$ cat src/rtl/cb_seq_if.sv
// cb_seq_if: request, register-file, (HL) memory, ALU and flag signals
// of the CB-prefix sequencer. slave = sequencer side, master = environment.
interface cb_seq_if;
   logic       start;
   logic [7:0] opcode;
   logic       busy;
   logic       done;
   logic [2:0] reg_sel;
   logic [7:0] reg_rdata;
   logic       reg_we;
   logic [7:0] reg_wdata;
   logic       mem_rd;
   logic       mem_wr;
   logic [7:0] mem_wdata;
   logic [7:0] mem_rdata;
   logic       mem_ack;
   logic [1:0] alu_op;
   logic [2:0] alu_bit;
   logic [7:0] alu_a;
   logic [7:0] alu_res;
   logic       alu_zf;
   logic       flag_z;
   logic       flag_we;

   modport slave (
      input  start, opcode, reg_rdata, mem_rdata,
      input  mem_ack, alu_res, alu_zf,
      output busy, done, reg_sel, reg_we, reg_wdata,
      output mem_rd, mem_wr, mem_wdata,
      output alu_op, alu_bit, alu_a, flag_z, flag_we
   );

   modport master (
      output start, opcode, reg_rdata, mem_rdata,
      output mem_ack, alu_res, alu_zf,
      input  busy, done, reg_sel, reg_we, reg_wdata,
      input  mem_rd, mem_wr, mem_wdata,
      input  alu_op, alu_bit, alu_a, flag_z, flag_we
   );
endinterface

$ cat src/rtl/cb_seq.sv
// cb_seq: sequences one CB-prefixed op (rot/shift, BIT, RES, SET)
// through an external combinational ALU.
// Ports: clk, nreset (async, active low), bus (cb_seq_if.slave):
//   start/opcode/busy/done request side, reg_* register file,
//   mem_* (HL) operand, alu_* ALU, flag_z/flag_we Z flag update.
// Macro CB_SEQ_MEM_EN: when defined, operand index 6 goes through
//   MEM_RD/MEM_WR; otherwise it is a plain register and mem_* are 0.
module cb_seq (
   input  logic    clk,
   input  logic    nreset,
   cb_seq_if.slave bus
);
   localparam logic [1:0] GRP_ROT = 2'b00;
   localparam logic [1:0] GRP_BIT = 2'b01;

`ifdef CB_SEQ_MEM_EN
   typedef enum logic [2:0] {
      IDLE, RD_REG, MEM_RD, EXEC, MEM_WR, DONE
   } state_t;
`else
   typedef enum logic [1:0] {
      IDLE, RD_REG, EXEC, DONE
   } state_t;
`endif

   state_t     state_q, state_d;
   logic [7:0] op_q, op_d;
   logic [7:0] opnd_q, opnd_d;
   logic [1:0] grp;
   logic [2:0] idx;
   logic       busy, done;
   logic       reg_we, flag_we, flag_z;
   logic [2:0] reg_sel;
   logic [7:0] reg_wdata;
`ifdef CB_SEQ_MEM_EN
   logic       is_mem;
   logic       mem_rd, mem_wr;
   logic [7:0] mem_wdata_q, mem_wdata_d;
`endif

   assign grp = op_q[7:6];
   assign idx = op_q[2:0];
`ifdef CB_SEQ_MEM_EN
   assign is_mem = (idx == 3'd6);
`endif

   always_ff @(posedge clk or negedge nreset) begin
      if (!nreset) begin
         state_q <= IDLE;
         op_q    <= '0;
         opnd_q  <= '0;
      end else begin
         state_q <= state_d;
         op_q    <= op_d;
         opnd_q  <= opnd_d;
      end
   end

`ifdef CB_SEQ_MEM_EN
   always_ff @(posedge clk or negedge nreset) begin
      if (!nreset) begin
         mem_wdata_q <= '0;
      end else begin
         mem_wdata_q <= mem_wdata_d;
      end
   end
`endif

   always_comb begin
      state_d   = state_q;
      op_d      = op_q;
      opnd_d    = opnd_q;
      busy      = 1'b0;
      done      = 1'b0;
      reg_we    = 1'b0;
      reg_sel   = 3'd0;
      reg_wdata = 8'd0;
      flag_we   = 1'b0;
      flag_z    = 1'b0;
`ifdef CB_SEQ_MEM_EN
      mem_rd      = 1'b0;
      mem_wr      = 1'b0;
      mem_wdata_d = mem_wdata_q;
`endif
      unique case (state_q)
         IDLE: begin
            if (bus.start) begin
               op_d    = bus.opcode;
               state_d = RD_REG;
`ifdef CB_SEQ_MEM_EN
               if (bus.opcode[2:0] == 3'd6) begin
                  state_d = MEM_RD;
               end
`endif
            end
         end
         RD_REG: begin
            busy    = 1'b1;
            reg_sel = idx;
            opnd_d  = bus.reg_rdata;
            state_d = EXEC;
         end
`ifdef CB_SEQ_MEM_EN
         MEM_RD: begin
            busy   = 1'b1;
            mem_rd = 1'b1;
            if (bus.mem_ack) begin
               opnd_d  = bus.mem_rdata;
               state_d = EXEC;
            end
         end
`endif
         EXEC: begin
            busy    = 1'b1;
            reg_sel = idx;
            state_d = DONE;
            if (grp == GRP_ROT || grp == GRP_BIT) begin
               flag_we = 1'b1;
               flag_z  = bus.alu_zf;
            end
            // BIT only tests; everything else writes its result back
            if (grp != GRP_BIT) begin
`ifdef CB_SEQ_MEM_EN
               if (is_mem) begin
                  mem_wdata_d = bus.alu_res;
                  state_d     = MEM_WR;
               end else begin
                  reg_we    = 1'b1;
                  reg_wdata = bus.alu_res;
               end
`else
               reg_we    = 1'b1;
               reg_wdata = bus.alu_res;
`endif
            end
         end
`ifdef CB_SEQ_MEM_EN
         MEM_WR: begin
            busy   = 1'b1;
            mem_wr = 1'b1;
            if (bus.mem_ack) begin
               state_d = DONE;
            end
         end
`endif
         DONE: begin
            done    = 1'b1;
            state_d = IDLE;
         end
         default: begin
            state_d = IDLE;
         end
      endcase
   end

   assign bus.busy      = busy;
   assign bus.done      = done;
   assign bus.reg_sel   = reg_sel;
   assign bus.reg_we    = reg_we;
   assign bus.reg_wdata = reg_wdata;
   assign bus.flag_we   = flag_we;
   assign bus.flag_z    = flag_z;
   assign bus.alu_op    = busy ? grp : 2'b00;
   assign bus.alu_bit   = busy ? op_q[5:3] : 3'd0;
   assign bus.alu_a     = busy ? opnd_q : 8'd0;

`ifdef CB_SEQ_MEM_EN
   assign bus.mem_rd    = mem_rd;
   assign bus.mem_wr    = mem_wr;
   assign bus.mem_wdata = mem_wdata_q;
`else
   logic unused_mem;
   assign unused_mem    = ^{bus.mem_rdata, bus.mem_ack};
   assign bus.mem_rd    = 1'b0;
   assign bus.mem_wr    = 1'b0;
   assign bus.mem_wdata = 8'd0;
`endif
endmodule
$ cat src/flat_wrapper.sv
// flat-port wrapper written by rule: the top's interface ports become plain ports
module cb_seq_flat 
  (clk, nreset, bus_start, bus_opcode, bus_reg_rdata, bus_mem_rdata, bus_mem_ack, bus_alu_res, bus_alu_zf, bus_busy, bus_done, bus_reg_sel, bus_reg_we, bus_reg_wdata, bus_mem_rd, bus_mem_wr, bus_mem_wdata, bus_alu_op, bus_alu_bit, bus_alu_a, bus_flag_z, bus_flag_we);
  cb_seq_if bus_i ();
  input  logic clk;
  input  logic nreset;
  input wire logic [$bits(bus_i.start)-1:0] bus_start;
  input wire logic [$bits(bus_i.opcode)-1:0] bus_opcode;
  input wire logic [$bits(bus_i.reg_rdata)-1:0] bus_reg_rdata;
  input wire logic [$bits(bus_i.mem_rdata)-1:0] bus_mem_rdata;
  input wire logic [$bits(bus_i.mem_ack)-1:0] bus_mem_ack;
  input wire logic [$bits(bus_i.alu_res)-1:0] bus_alu_res;
  input wire logic [$bits(bus_i.alu_zf)-1:0] bus_alu_zf;
  output wire logic [$bits(bus_i.busy)-1:0] bus_busy;
  output wire logic [$bits(bus_i.done)-1:0] bus_done;
  output wire logic [$bits(bus_i.reg_sel)-1:0] bus_reg_sel;
  output wire logic [$bits(bus_i.reg_we)-1:0] bus_reg_we;
  output wire logic [$bits(bus_i.reg_wdata)-1:0] bus_reg_wdata;
  output wire logic [$bits(bus_i.mem_rd)-1:0] bus_mem_rd;
  output wire logic [$bits(bus_i.mem_wr)-1:0] bus_mem_wr;
  output wire logic [$bits(bus_i.mem_wdata)-1:0] bus_mem_wdata;
  output wire logic [$bits(bus_i.alu_op)-1:0] bus_alu_op;
  output wire logic [$bits(bus_i.alu_bit)-1:0] bus_alu_bit;
  output wire logic [$bits(bus_i.alu_a)-1:0] bus_alu_a;
  output wire logic [$bits(bus_i.flag_z)-1:0] bus_flag_z;
  output wire logic [$bits(bus_i.flag_we)-1:0] bus_flag_we;
  assign bus_i.start = bus_start;
  assign bus_i.opcode = bus_opcode;
  assign bus_i.reg_rdata = bus_reg_rdata;
  assign bus_i.mem_rdata = bus_mem_rdata;
  assign bus_i.mem_ack = bus_mem_ack;
  assign bus_i.alu_res = bus_alu_res;
  assign bus_i.alu_zf = bus_alu_zf;
  assign bus_busy = bus_i.busy;
  assign bus_done = bus_i.done;
  assign bus_reg_sel = bus_i.reg_sel;
  assign bus_reg_we = bus_i.reg_we;
  assign bus_reg_wdata = bus_i.reg_wdata;
  assign bus_mem_rd = bus_i.mem_rd;
  assign bus_mem_wr = bus_i.mem_wr;
  assign bus_mem_wdata = bus_i.mem_wdata;
  assign bus_alu_op = bus_i.alu_op;
  assign bus_alu_bit = bus_i.alu_bit;
  assign bus_alu_a = bus_i.alu_a;
  assign bus_flag_z = bus_i.flag_z;
  assign bus_flag_we = bus_i.flag_we;
  cb_seq u_core (.clk(clk), .nreset(nreset), .bus(bus_i));
endmodule
$ cat config.mk
export PLATFORM = sky130hd
export DESIGN_NAME = cb_seq_flat
export DESIGN_NICKNAME = d
export VERILOG_FILES = /design/src/rtl/cb_seq_if.sv /design/src/rtl/cb_seq.sv /design/src/flat_wrapper.sv
export SDC_FILE = /design/constraint.sdc
export NUM_CORES = 1
export LEC_CHECK = 0
export CELL_PAD_IN_SITES_DETAIL_PLACEMENT = 0
export CELL_PAD_IN_SITES_GLOBAL_PLACEMENT = 2
export CORE_AREA = 5 5 72 88
export DETAILED_ROUTE_END_ITERATION = 8
export DIE_AREA = 0 0 77 93
export PLACE_DENSITY_LB_ADDON = 0.2
export SYNTH_ARGS = -nofsm -noshare
export SYNTH_HDL_FRONTEND = slang
export SYNTH_SLANG_ARGS = --single-unit
$ cat constraint.sdc
create_clock -name clk -period 4.8 [get_ports clk]
set_input_delay 1.44 -clock clk [delete_from_list [all_inputs] [get_ports clk]]
set_output_delay 1.44 -clock clk [all_outputs]
set_load 0.005 [all_outputs]
## Word-level counts from Yosys, hierarchy flattened

Cells that the tools add are included.

| storage, ports and cells | value |
|---|---|
| input port bits | 37 |
| flip-flop bits (word level) | 18 |
| logic and storage cells | 30 |
| output and inout port bits | 39 |

| operators by class | value |
|---|---|
| eq/ne operators | 6 |
| reductions and logical operators | 5 |
| multiplexer cells | 16 |

Operators by type and width:

| cell | count |
|---|---|
| two-way mux 8 bit | 3 |
| two-way mux 1 bit | 8 |
| one-hot mux 2 bit (4 select lines) | 1 |
| two-way mux 3 bit | 2 |
| == test 2 x 1 -> 1 bit, second input constant | 2 |
| == test 2 bit, second input constant | 2 |
| logical NOT 2 bit | 2 |
| two-way mux 2 bit | 2 |
| != test 2 x 1 -> 1 bit, second input constant | 1 |
| != test 2 bit, second input constant | 1 |
| AND reduction 2 bit | 1 |
| OR reduction 2 bit | 1 |
| logical OR 1 bit | 1 |

## Logic depth before layout (Yosys ltp)

Gate-level depths: netlist (run 1).

| depth | value |
|---|---|
| word-level depth | 4 |
| mapped depth | 5 |
| mapped depth without buffers | 4 |

## Least setup slack after synthesis (run 1)

Ideal clock, no wire load.

| timing path | value |
|---|---|
| kind | input to output |
| start point | input bus_alu_res[0] |
| end point | output bus_reg_wdata[0] |
| data required time | 3.360 ns |
| buffers on the path | 0 |
| cell stages on the path | 1 |
| arrival | 1.592 ns |
| slack | 1.768 ns |
| cell sequence | and3_1 |

| on the way | value |
|---|---|
| cells in the longest elaborated chain, start to end | 2 |

RTL lines:

| item | line | RTL |
|---|---|---|
| start, declared | flat_wrapper.sv:12 | `input wire logic [$bits(bus_i.alu_res)-1:0] bus_alu_res;` |
| two-way mux 8 bit | cb_seq.sv:122 | `if (grp != GRP_BIT) begin` |
| two-way mux 8 bit | cb_seq.sv:85 | `unique case (state_q)` |
| end, declared | flat_wrapper.sv:18 | `output wire logic [$bits(bus_i.reg_wdata)-1:0] bus_reg_wdata;` |

No other way between the ends.

## Worst setup path after layout (run 1)

| timing path | value |
|---|---|
| start point | input bus_alu_res[2] |
| end point | output bus_reg_wdata[2] |

Same word-level chain as after synthesis.

==> results.txt, run 1 <==
- Run status: finished clean
- The final route contains 804 vias.
- Internal power contribution: about 0.74 mW
- Post-cts sizing count: 0
- The Yosys step of the flow raised 0 warnings.
- For this design, the sink count on the clock tree is 18.
- A synthesized cell averages 11.9 um^2.
* Final cycle utilization of the critical path: 83.1%
* Number of diodes: 0
* Total CTS buffers: 3
- For this design the total switching power over the nets is around 0.33 mW.
- Power after layout: ~1.1 mW
- Fraction of the core area covered by cells at the end of the flow: just over 30%
- Most frequent standard cell in the layout excluding fill and tap cells: sky130_fd_sc_hd__clkdlybuf4s50_1
- After detailed routing, the average wire length per cell comes to 13.2 um.
- Register-to-register path setup slack: between 3 and 4 ns
* FP Rows: 30
* I/O Buffers: 56
* Gr usage total: between 7 and 8%
* Combinational group share of total power: 64.5%
- Router iterations before antenna repair: 3
* Area growth from synthesis to layout: 60.0%
- CTS Hold Buffers Added: 0
- Critical path data arrival time: around 2.6 ns
- The first global-routing pass estimated about 4200 um of wire.
* Number of buffers on the longest clock path: 2
- Final min period: 3.99 ns
- CP Launch Point: bus_alu_res[2]
* Setup violations, final: 0
* Routed WL: 2740 um
- The number of cells on the worst reg-to-reg path is 3.
- Initial Utilization: a little under a fifth
- Setup repair after global routing left no endpoint under its margin.
- Sequential elements use roughly 43% of the synthesized area.
- After the last flow step, the layout net total stands at approximately 190.
- Source of the worst register-to-register timing path: u_core.state_q[0]
* Endpoint type of the worst setup path: primary output
* Vias in the first global route: approximately 860
- Capture point of the worst path: bus_reg_wdata[2]
- On the final layout, the worst hold slack is 0.503 ns.
* Final setup skew: roughly 0.0029 ns
- Counting distinct cell types in the post-synthesis netlist gives 17.
* Post-Route Setup TNS: 0 ns
- Switching share of power: between 30% and 40%
* Netlist area before placement: roughly 1000 um^2
- Maximum number of pins on one net before global-route repair: 19
* Worst min path class: register to register
- #FFs+latches synth: 18
* Antenna-violating nets left: 0
- Count of pins on the block boundary: between 70 and 80
- Clock Pin Slew Worst Setup and Hold Paths: roughly 0.07 ns
* Fraction of the mapped netlist area in adder cells: ~6%
- In this run the number of H-tree levels came out at 1.
- Post-detail-place hpwl: around 2200 um
* Max-capacitance violation count: 0
* Xor-xnor portion of the synthesized cell area: 0%
- Die width: a little under 80 um
- Based on the critical path, the design can be clocked at up to roughly 250 MHz.
- Y dimension of the die: slightly above 90 um
- For this run, the number of standard cells in the final layout without fillers is 207.
- STA classifies the critical path startpoint as a primary input.
- At the end of routability-driven placement, the weighted congestion stood at just under 0.7.
- In this run the tightest slew margin relative to its limit is 44.2%.
- Maximum fanout encountered on the critical timing path: 1
* Insertion delay to the later sink of the worst-skew pair: roughly 0.25 ns
- Clock share of power: roughly a tenth
- Number of antenna violations at the first check in global routing: 0
- Reg power frac: 25.7%
* Gate Count Post-Synth: 88
- Share of cell area taken by muxes after synthesis: approximately 23%
* Endpoint required time on the critical path: ~3.4 ns
- Core region area: about 5400 um^2
- Number of hold-slack violations in the final timing report: 0
* Destination of the worst register-to-register timing path: u_core.state_q[1]
- Post-Synth Simple-Gate Area: 18.8%
- In the routed layout, each cell is associated on average with a via count of 3.88.
* Commonest cells after routing, fill and taps aside: 56 x sky130_fd_sc_hd__clkdlybuf4s50_1, 18 x sky130_fd_sc_hd__and2_1, 18 x sky130_fd_sc_hd__dfrtp_1
- At the pin with the least slew margin, the transition time is 0.834 ns.
- Post-CTS Setup Bufs: 0
- Number of instances in the placed design: 204
- For this run, design rule violations remaining after detail routing come to 0.
- The floorplan step defined a die boundary enclosing 7160 um^2.
* Worst setup path class: primary input to primary output
- The synthesized netlist devotes 0% of its cell area to compound gates.
* Power per Cell Area: 641 nW/um^2
- The final max-slew violation count was 0.
* Layout cells sized above 1: roughly 15%
- For this design the static power due to leakage is around 0.76 nW.
- TritonCTS built the clock tree.
- Initial drt markers: 6
- Summed over all layers, the global routing overflow is 0.
- By area, the combinational part of the netlist is dominated by multiplexers.
- Max VDD drop: 0.000213 V
- Master cell of the clock root buffer: sky130_fd_sc_hd__clkbuf_8
cell families after synthesis:
kind of cell,Yosys count
adders and majority gates,5
buffers and inverters,15
DFF,18
muxes,18
other,1
and+or+nand+nor,31
worst min-delay path by stage:
stage                           startpoint                to  slack [ns]  cells past startpoint
after detailed placement    u_core.op_q[1]    u_core.op_q[1]        0.49                      1
final                     u_core.opnd_q[4]  u_core.opnd_q[4]        0.50                      1
after global placement    u_core.opnd_q[1]  u_core.opnd_q[1]        0.48                      1
after CTS                 u_core.opnd_q[0]  u_core.opnd_q[0]        0.51                      1
after global routing      u_core.opnd_q[1]  u_core.opnd_q[1]        0.53                      1
after floorplan           u_core.opnd_q[0]  u_core.opnd_q[0]        0.47                      1
synth_stat cells:
| cell type | n | area share [%] |
|---|---|---|
| sky130_fd_sc_hd__nand2_4 | 1 | 1.1 |
| sky130_fd_sc_hd__buf_2 | 1 | 0.48 |
| sky130_fd_sc_hd__inv_1 | 2 | 0.72 |
| sky130_fd_sc_hd__mux2_2 | 8 | 8.6 |
| sky130_fd_sc_hd__and2_1 | 18 | 11 |
| sky130_fd_sc_hd__nor2b_1 | 1 | 0.60 |
| sky130_fd_sc_hd__mux2i_1 | 1 | 0.96 |
| sky130_fd_sc_hd__nand2b_1 | 2 | 1.2 |
| sky130_fd_sc_hd__dfrtp_1 | 18 | 43 |
| sky130_fd_sc_hd__buf_4 | 10 | 7.2 |
| sky130_fd_sc_hd__clkbuf_1 | 1 | 0.36 |
| sky130_fd_sc_hd__mux2_4 | 9 | 13 |
| sky130_fd_sc_hd__clkbuf_2 | 1 | 0.48 |
| sky130_fd_sc_hd__and3_1 | 8 | 4.8 |
| sky130_fd_sc_hd__nor2_1 | 1 | 0.36 |
| sky130_fd_sc_hd__ha_1 | 5 | 6.0 |
| sky130_fd_sc_hd__conb_1 | 1 | 0.36 |
worst max-delay path: stages:
cell and delay [ns]:
sky130_fd_sc_hd__clkdlybuf4s50_1 0.45, sky130_fd_sc_hd__and3_1 0.15, sky130_fd_sc_hd__clkdlybuf4s50_1 0.51
state kept, by name, summed over array words and instances, names as in the netlist:
register and flops:
u_core.opnd_q 8, u_core.op_q 8, u_core.state_q 2
metal layers:
metal	vias up	track usage (%)	part of all wire (%)	wire (um)
met5	-	0	0	0
met4	0	2.15	0.37	10
met3	2	2.60	8.9	243
met2	41	13.0	50	1360
met1	385	8.25	41	1130
li1	376	-	-	-
layout make-up:
type / instances / area (um^2)
multi-input cells: 64 / 532
inverters: 2 / 7.51
fillers: 547 / 3770
clock buffers: 3 / 41.3
repair buffers: 56 / 561
flip-flops and latches: 18 / 450
well taps: 64 / 80.1
metrics by stage:
stage,setup slack [ns],area (um^2)
3_3_place_gp,0.798,1630
6_report,0.812,1670
2_1_floorplan,1.77,1080
4_1_cts,0.799,1670
3_5_place_dp,0.804,1630
5_1_grt,0.761,1670
power by group through the flow:
| stage | logic, mW | clock network, mW | registers, mW |
|---|---|---|---|
| final | 0.692 | 0.104 | 0.276 |
| after global routing | 0.754 | 0.116 | 0.287 |
| after global placement | 0.709 | 0 | 0.275 |
| after floorplan | 0.349 | 0 | 0.263 |
| after detailed placement | 0.712 | 0 | 0.279 |
| after CTS | 0.715 | 0.110 | 0.277 |
(Power assumes the default switching activity.)
==> run 2: changes to the inputs <==
--- a/config.mk
+++ b/config.mk
@@ -7,9 +7,9 @@
 export LEC_CHECK = 0
 export CELL_PAD_IN_SITES_DETAIL_PLACEMENT = 0
 export CELL_PAD_IN_SITES_GLOBAL_PLACEMENT = 2
-export CORE_AREA = 5 5 72 88
+export CORE_AREA = 5 5 78 94
 export DETAILED_ROUTE_END_ITERATION = 8
-export DIE_AREA = 0 0 77 93
+export DIE_AREA = 0 0 83 99
 export PLACE_DENSITY_LB_ADDON = 0.2
 export SYNTH_ARGS = -nofsm -noshare
 export SYNTH_HDL_FRONTEND = slang
==> constraint.sdc (replaced) <==
create_clock -name clk -period 3.58 [get_ports clk]
set_input_delay 1.074 -clock clk [delete_from_list [all_inputs] [get_ports clk]]
set_output_delay 1.074 -clock clk [all_outputs]
set_load 0.005 [all_outputs]
==> run 2 against run 1 <==
Sequential share of layout area fell by 0.42 points; via count rose by 0.25%; utilization fell by 3.9 points; routed wire length rose by 1.1%; power rose by 34%; critical endpoint is now bus_reg_wdata[0].
==> results.txt, run 2 (synthesis gave the netlist of run 1 again) <==
* Die width: 83 um (+7.8%)
- The part of the power in the clock network came to 9.6% (about the same).
* Most frequent standard cell in the layout excluding fill and tap cells: sky130_fd_sc_hd__clkdlybuf4s50_1
- Register-to-register path setup slack: 2.11 ns (-1.23 ns)
- Via count: 806 (+0.25%)
* Clock net sink count: 18 (unchanged)
* Final cycle utilization of the critical path: a little over 90%
* Number of antenna violations at the first check in global routing: 0 (unchanged)
- Worst-path cell chain: clkdlybuf4s50_1, and3_1, clkdlybuf4s50_1
- By instance count, the cell type seen most on the critical path is sky130_fd_sc_hd__clkdlybuf4s50_1.
* Count of pins on the block boundary: 76 (unchanged)
- Global route overflow: 0 (unchanged)
* Final min period: about 3.3 ns
- Routed WL: 2770 um (+1.1%)
- Internal power contribution: 0.992 mW (+34%)
* Slew HR: 42.8% (-1.4 points)
- Run status: finished clean
* Maximum operating frequency: around 310 MHz
- Insertion delay to the later sink of the worst-skew pair: 0.25 ns (about the same)
* Number of buffers on the longest clock path: 2 (unchanged)
- The worst IR drop on VDD was 0.000356 V (+67%).
* Y dimension of the die: 99 um (+6.5%)
- Placement Cell Area: 1660 um^2 (+1.6%)
- The final max-slew violation count was 0 (unchanged).
* Routing usage on met3: 2.42% (-0.18 points)
* Clock H-tree levels: 1 (unchanged)
- Maximum number of pins on one net before global-route repair: 19 (unchanged)
- Fraction of met1 tracks used by global routing: 8.18% (-0.072 points)
- The largest registers in the layout are u_core.op_q (8), u_core.opnd_q (8), u_core.state_q (2).
* Power per Cell Area: 847 nW/um^2 (+32%)
- Combinational group share of total power: 64.6% (about the same)
* Vias in the first global route: 876 (+2.0%)
* Power after layout: 1.44 mW (+34%)
- The number of gates resized after cts was 0 (unchanged).
* Number of buffers and inverters on the critical path: 2 (unchanged)
- The net switching share of the total power came to 31.0% (+0.057 points).
- The post-layout net count was 187 (unchanged).
* DRC errors left: 0 (unchanged)
- Setup repair after global routing left no endpoint under its margin.
- The final design area excluding fillers came to 1700 um^2 (+1.6%).
- Global route hottest layer: met2
* Clock Pin Slew Worst Setup and Hold Paths: 0.07 ns (about the same)
- FP Rows: 32 (+6.7%)
- Area growth from synthesis to layout: 62.5%
* Commonest cells after routing, fill and taps aside: 56 x sky130_fd_sc_hd__clkdlybuf4s50_1, 18 x sky130_fd_sc_hd__and2_1, 18 x sky130_fd_sc_hd__dfrtp_1
- The weighted congestion reported at the end of routability-driven placement is 0.730 (+8.6%).
- Final instance count without filler cells: 228 (+10%)
* Maximum fanout encountered on the critical timing path: 1 (unchanged)
* Global-route wire length before repair: 4450 um (+5.4%)
- Post-CTS Setup Bufs: 0 (unchanged)
- STA classifies the critical path startpoint as a primary input.
* Largest stage delay, worst path: 0.50 ns (about the same)
- The reported max-cap violation count is 0 (unchanged).
- Initial Utilization: 16.5% (-2.7 points)
- The cell family contributing the most delay on the critical path is buffers and inverters.
- Setup violations, final: 0 (unchanged)
- Avg WL per Cell: 12.1 um (-8.2%)
* Worst setup path class: primary input to primary output
- The number of hold buffers added after CTS came to 0 (unchanged).
- Crit-path slowest cell: sky130_fd_sc_hd__clkdlybuf4s50_1
- The global-route total usage across every layer came to 6.65% (-0.68 points).
* Endpoint type of the worst setup path: primary output
- Number of vias per cell after detailed routing: 3.54 (-9.0%)
- Post-detail-place hpwl: 2190 um (-0.84%)
- Static power due to leakage: 0.757 nW (unchanged)
* Worst min path class: register to register
- Actual slew at the worst max-slew pin: 0.855 ns (+0.0205 ns)
- Antenna-violating nets left: 0 (unchanged)
* Endpoint required time on the critical path: 2.51 ns (-0.85 ns)
- I/O Buffers: 56 (unchanged)
* Met2 GRT Util: 10.7% (-2.2 points)
- Final setup skew: 0.00230 ns (-0.000584 ns)
- The power dissipated by switching net loads came to 0.446 mW (+34%).
- Core region area: 6330 um^2 (+16%)
- Number of diodes: 0 (unchanged)
- The total CTS buffers came to 3 (unchanged).
- DIE AREA: 8220 um^2 (+15%)
- The number of hold-slack violations in the final timing report came to 0 (unchanged).
- The sum of negative setup slack is 0 ns (unchanged).
- Critical path data arrival time: 2.18 ns (-0.37 ns)
* Clock tree from TritonCTS: built
* Initial drt markers: 8 (+2)
- The cell sitting at the root of the clock tree is a sky130_fd_sc_hd__clkbuf_8.
* Router iterations before antenna repair: 4 (+1)
- The number of cells after detailed placement came to 225 (+10%).
- Final Hold Slack: 0.501 ns (-0.00248 ns)
* Reg power frac: 25.7% (about the same)
* Layout cells sized above 1: 14.7% (unchanged)
-- run 2: per-layer routing --
layer	share of wire, %	vias up	wire [um]
met3	7.9	2	219
met2	48	41	1340
met5	0	-	0
met1	43	385	1190
met4	0.51	0	14
li1	-	378	-
-- run 2: cell type report --
type | instances | area, um^2
inverters | 2 | 7.51
clock buffers | 3 | 41.3
well taps | 85 | 106
flip-flops and latches | 18 | 450
multi-input cells | 64 | 532
fillers | 688 | 4630
repair buffers | 56 | 561
-- run 2: stage by stage --
| stage | utilization, % | setup WS (ns) |
|---|---|---|
| after global routing | 26.8 | 0.221 |
| after global placement | 26.2 | 0.321 |
| after floorplan | - | 1.28 |
| after detailed placement | 26.2 | 0.318 |
| after CTS | 26.8 | 0.313 |
| final | 26.8 | 0.322 |
-- run 2: worst paths after layout --
| kind | start | end | cells after the start |
|---|---|---|---|
| min in group asynchronous | nreset | u_core.opnd_q[5] | 1 |
| worst max-delay path | bus_alu_res[0] | bus_reg_wdata[0] | 3 |
| max in group asynchronous | nreset | u_core.opnd_q[7] | 1 |
| worst min-delay path | u_core.opnd_q[0] | u_core.opnd_q[0] | 1 |
| worst max register to register | u_core.state_q[0] | u_core.state_q[1] | 3 |
| worst min register to register | u_core.opnd_q[0] | u_core.opnd_q[0] | 1 |
-- run 2: power groups by stage --
stage	sequential [mW]	clock (mW)	combinational, mW
3_5_place_dp	0.372	0	0.952
5_1_grt	0.386	0.158	1.02
6_report	0.370	0.139	0.929
2_1_floorplan	0.353	0	0.468
4_1_cts	0.373	0.150	0.959
3_3_place_gp	0.367	0	0.958
==> run 3: changes to the inputs <==
--- a/config.mk
+++ b/config.mk
@@ -7,9 +7,9 @@
 export LEC_CHECK = 0
 export CELL_PAD_IN_SITES_DETAIL_PLACEMENT = 0
 export CELL_PAD_IN_SITES_GLOBAL_PLACEMENT = 2
-export CORE_AREA = 5 5 78 94
+export CORE_AREA = 2 2 75 91
 export DETAILED_ROUTE_END_ITERATION = 8
-export DIE_AREA = 0 0 83 99
+export DIE_AREA = 0 0 77 93
 export PLACE_DENSITY_LB_ADDON = 0.2
 export SYNTH_ARGS = -nofsm -noshare
 export SYNTH_HDL_FRONTEND = slang
==> run 3 against run 2 <==
Fmax is 0.18% lower; clock power grew 19%; clock-buffer cell count is 1 higher; sequential cell count did not move; critical endpoint unchanged; largest cell class unchanged.
==> results.txt, run 3 (synthesis gave the netlist of run 1 again) <==
- The top cell types in the final layout, fill and taps aside, are 56 x sky130_fd_sc_hd__clkdlybuf4s50_1, 18 x sky130_fd_sc_hd__and2_1, 18 x sky130_fd_sc_hd__dfrtp_1.
- Post-layout nets: 187 (unchanged)
* Avg WL per Cell: 11.5 um (-5.0%)
- The worst setup path is captured at a primary output.
- Most frequent standard cell in the layout excluding fill and tap cells: sky130_fd_sc_hd__clkdlybuf4s50_1
- The global-route wire length before repair was 4220 um (-5.3%).
- Global route overflow: 0 (unchanged)
* Depth of the worst register-to-register path: 3 (unchanged)
* Number of diodes: 0 (unchanged)
- The leakage power summed over all cells was 0.764 nW (+0.95%).
* Final cycle utilization of the critical path: 91.2% (+0.17 points)
- The cell area after placement is 1660 um^2 (unchanged).
- The final max-slew violation count was 0 (unchanged).
- The total detailed-routing wirelength was 2640 um (-4.6%).
* Clock Pin Slew Worst Setup and Hold Paths: 0.07 ns (about the same)
- Layout cells sized above 1: 15.3% (+0.59 points)
* Count of pins on the block boundary: 76 (unchanged)
- The height of the die was 93 um (-6.1%).
- The critical path is of the primary input to primary output type.
- The minimum clock period after layout was 3.26 ns (+0.00596 ns).
* Die width: 77 um (-7.2%)
- The tightest slew margin relative to the limit came to 41.4% (-1.5 points).
- Launch point of the worst hold path: u_core.opnd_q[5]
* Source of the worst register-to-register timing path: u_core.state_q[0]
* Number of buffers on the longest clock path: 2 (unchanged)
- The remaining antenna violation count after routing came to 0 (unchanged).
- The power per standard cell area was 853 nW/um^2 (+0.72%).
* Clock share of power: 11.3% (+1.7 points)
- The number of levels the H-tree was split into is 1 (unchanged).
- Maximum fanout encountered on the critical timing path: 1 (unchanged)
- Reported net switching power: 0.446 mW (-0.11%)
* Master cell of the clock root buffer: sky130_fd_sc_hd__clkbuf_8
* I/O Buffers: 56 (unchanged)
* Critical Path Source Type: primary input
- The net switching share of the total power is 30.5% (-0.50 points).
- Post-cts sizing count: 0 (unchanged)
- DIE AREA: 7160 um^2 (-13%)
- Post-route cell area: 1710 um^2 (+0.81%)
- Endpoint required time on the critical path: 2.51 ns (about the same)
- Initial drt markers: 13 (+5)
* Register-to-register path setup slack: 2.13 ns (+0.02 ns)
- The source-to-sink clock delay at the later pin of the worst-skew pair came to 0.25 ns (about the same).
- The initial antenna violation count was 0 (unchanged).
- Maximum operating frequency: 306 MHz (-0.18%)
* Worst min path class: register to register
* Total CTS buffers: 3 (unchanged)
* Max VDD drop: 0.000293 V (-18%)
* Gr usage total: 7.43% (+0.78 points)
- The maximum number of pins on one net before global-route repair came to 19 (unchanged).
- Via count: 793 (-1.6%)
* Critical path data arrival time: 2.19 ns (about the same)
- The number of buffers added for setup after CTS came to 0 (unchanged).
- The run finished with clean final reports.
- Internal power contribution: 1.01 mW (+2.3%)
- The share of total power in sequential cells was 25.1% (-0.6 points).
- The combinational share of power was 63.5% (-1.1 points).
* Actual slew at the worst max-slew pin: 0.877 ns (+0.0220 ns)
* Number of vias per cell after detailed routing: 3.46 (-2.0%)
- Registers with the highest flip-flop counts: u_core.op_q (8), u_core.opnd_q (8), u_core.state_q (2)
* Max-capacitance violation count: 0 (unchanged)
- Initial Utilization: 16.5% (unchanged)
- In this run the critical register-to-register path is captured at u_core.state_q[1].
- TritonCTS built the clock tree.
- The number of stages on the worst hold path came to 1 (unchanged).
- The area growth from synthesis to layout is 63.8%.
- CTS Hold Buffers Added: 0 (unchanged)
* FP Rows: 32 (unchanged)
* Final setup skew: 0.00181 ns (-0.000490 ns)
- The number of hold-slack violations in the final timing report came to 0 (unchanged).
* Vias in the first global route: 832 (-5.0%)
- The weighted congestion reported at the end of routability-driven placement is 0.694 (-5.0%).
- The number of detailed-routing iterations run before antenna repair came to 3 (-1).
- For hold timing, the worst endpoint is u_core.opnd_q[5].
* Setup violations, final: 0 (unchanged)
- The DRC violations left came to 0 (unchanged).
* Setup repair after global routing missed its margin: no
* Core region area: 6330 um^2 (unchanged)
* Post-Route Setup TNS: 0 ns (unchanged)
- The total number of clock tree sinks is 18 (unchanged).
run 3: area by class of cell:
cell class	count	area, um^2
repair buffers	56	561
well taps	85	106
fillers	698	4610
inverters	2	7.51
clock buffers	4	55.1
multi-input cells	64	532
flip-flops and latches	18	450
run 3: per-stage QoR:
step / utilization, % / setup WS (ns) / cells / hold WS, ns / power (mW)
after floorplan: - / 1.28 / 97 / 0.472 / 0.820
after global placement: 26.2 / 0.316 / 225 / 0.483 / 1.31
after detailed placement: 26.2 / 0.310 / 225 / 0.489 / 1.32
after CTS: 27.1 / 0.310 / 229 / 0.509 / 1.50
after global routing: 27.1 / 0.250 / 229 / 0.522 / 1.58
final: 27.1 / 0.316 / 229 / 0.502 / 1.46
run 3: power groups by stage:
| stage | clock, mW | sequential (mW) | combinational (mW) |
|---|---|---|---|
| detailed placement | 0 | 0.370 | 0.948 |
| finish | 0.166 | 0.367 | 0.928 |
| global placement | 0 | 0.369 | 0.944 |
| CTS | 0.179 | 0.368 | 0.956 |
| global route | 0.186 | 0.382 | 1.01 |
| floorplan | 0 | 0.353 | 0.468 |
run 3: how the worst max path moves through the flow:
stage	startpoint	to	slack, ns	cells after the start
5_1_grt	u_core.state_q[1]	bus_alu_bit[2]	0.25	4
2_1_floorplan	bus_alu_res[0]	bus_reg_wdata[0]	1.28	1
3_5_place_dp	bus_alu_res[0]	bus_reg_wdata[0]	0.31	3
4_1_cts	bus_alu_res[0]	bus_reg_wdata[0]	0.31	3
3_3_place_gp	bus_alu_res[0]	bus_reg_wdata[0]	0.32	3
6_report	bus_alu_res[0]	bus_reg_wdata[0]	0.32	3
run 3: critical path: stages:
cell and delay [ns]:
sky130_fd_sc_hd__clkdlybuf4s50_1 0.47, sky130_fd_sc_hd__and3_1 0.15, sky130_fd_sc_hd__clkdlybuf4s50_1 0.49
run 3: routing by layer:
layer / global-route usage, % / wire [um] / share of wire [%] / vias to the layer above
met5: 0 / 0 / 0 / -
met4: 2.68 / 16 / 0.61 / 0
met3: 2.41 / 237 / 9.0 / 2
met2: 13.1 / 1310 / 50 / 38
met1: 8.39 / 1080 / 41 / 376
li1: - / - / - / 377
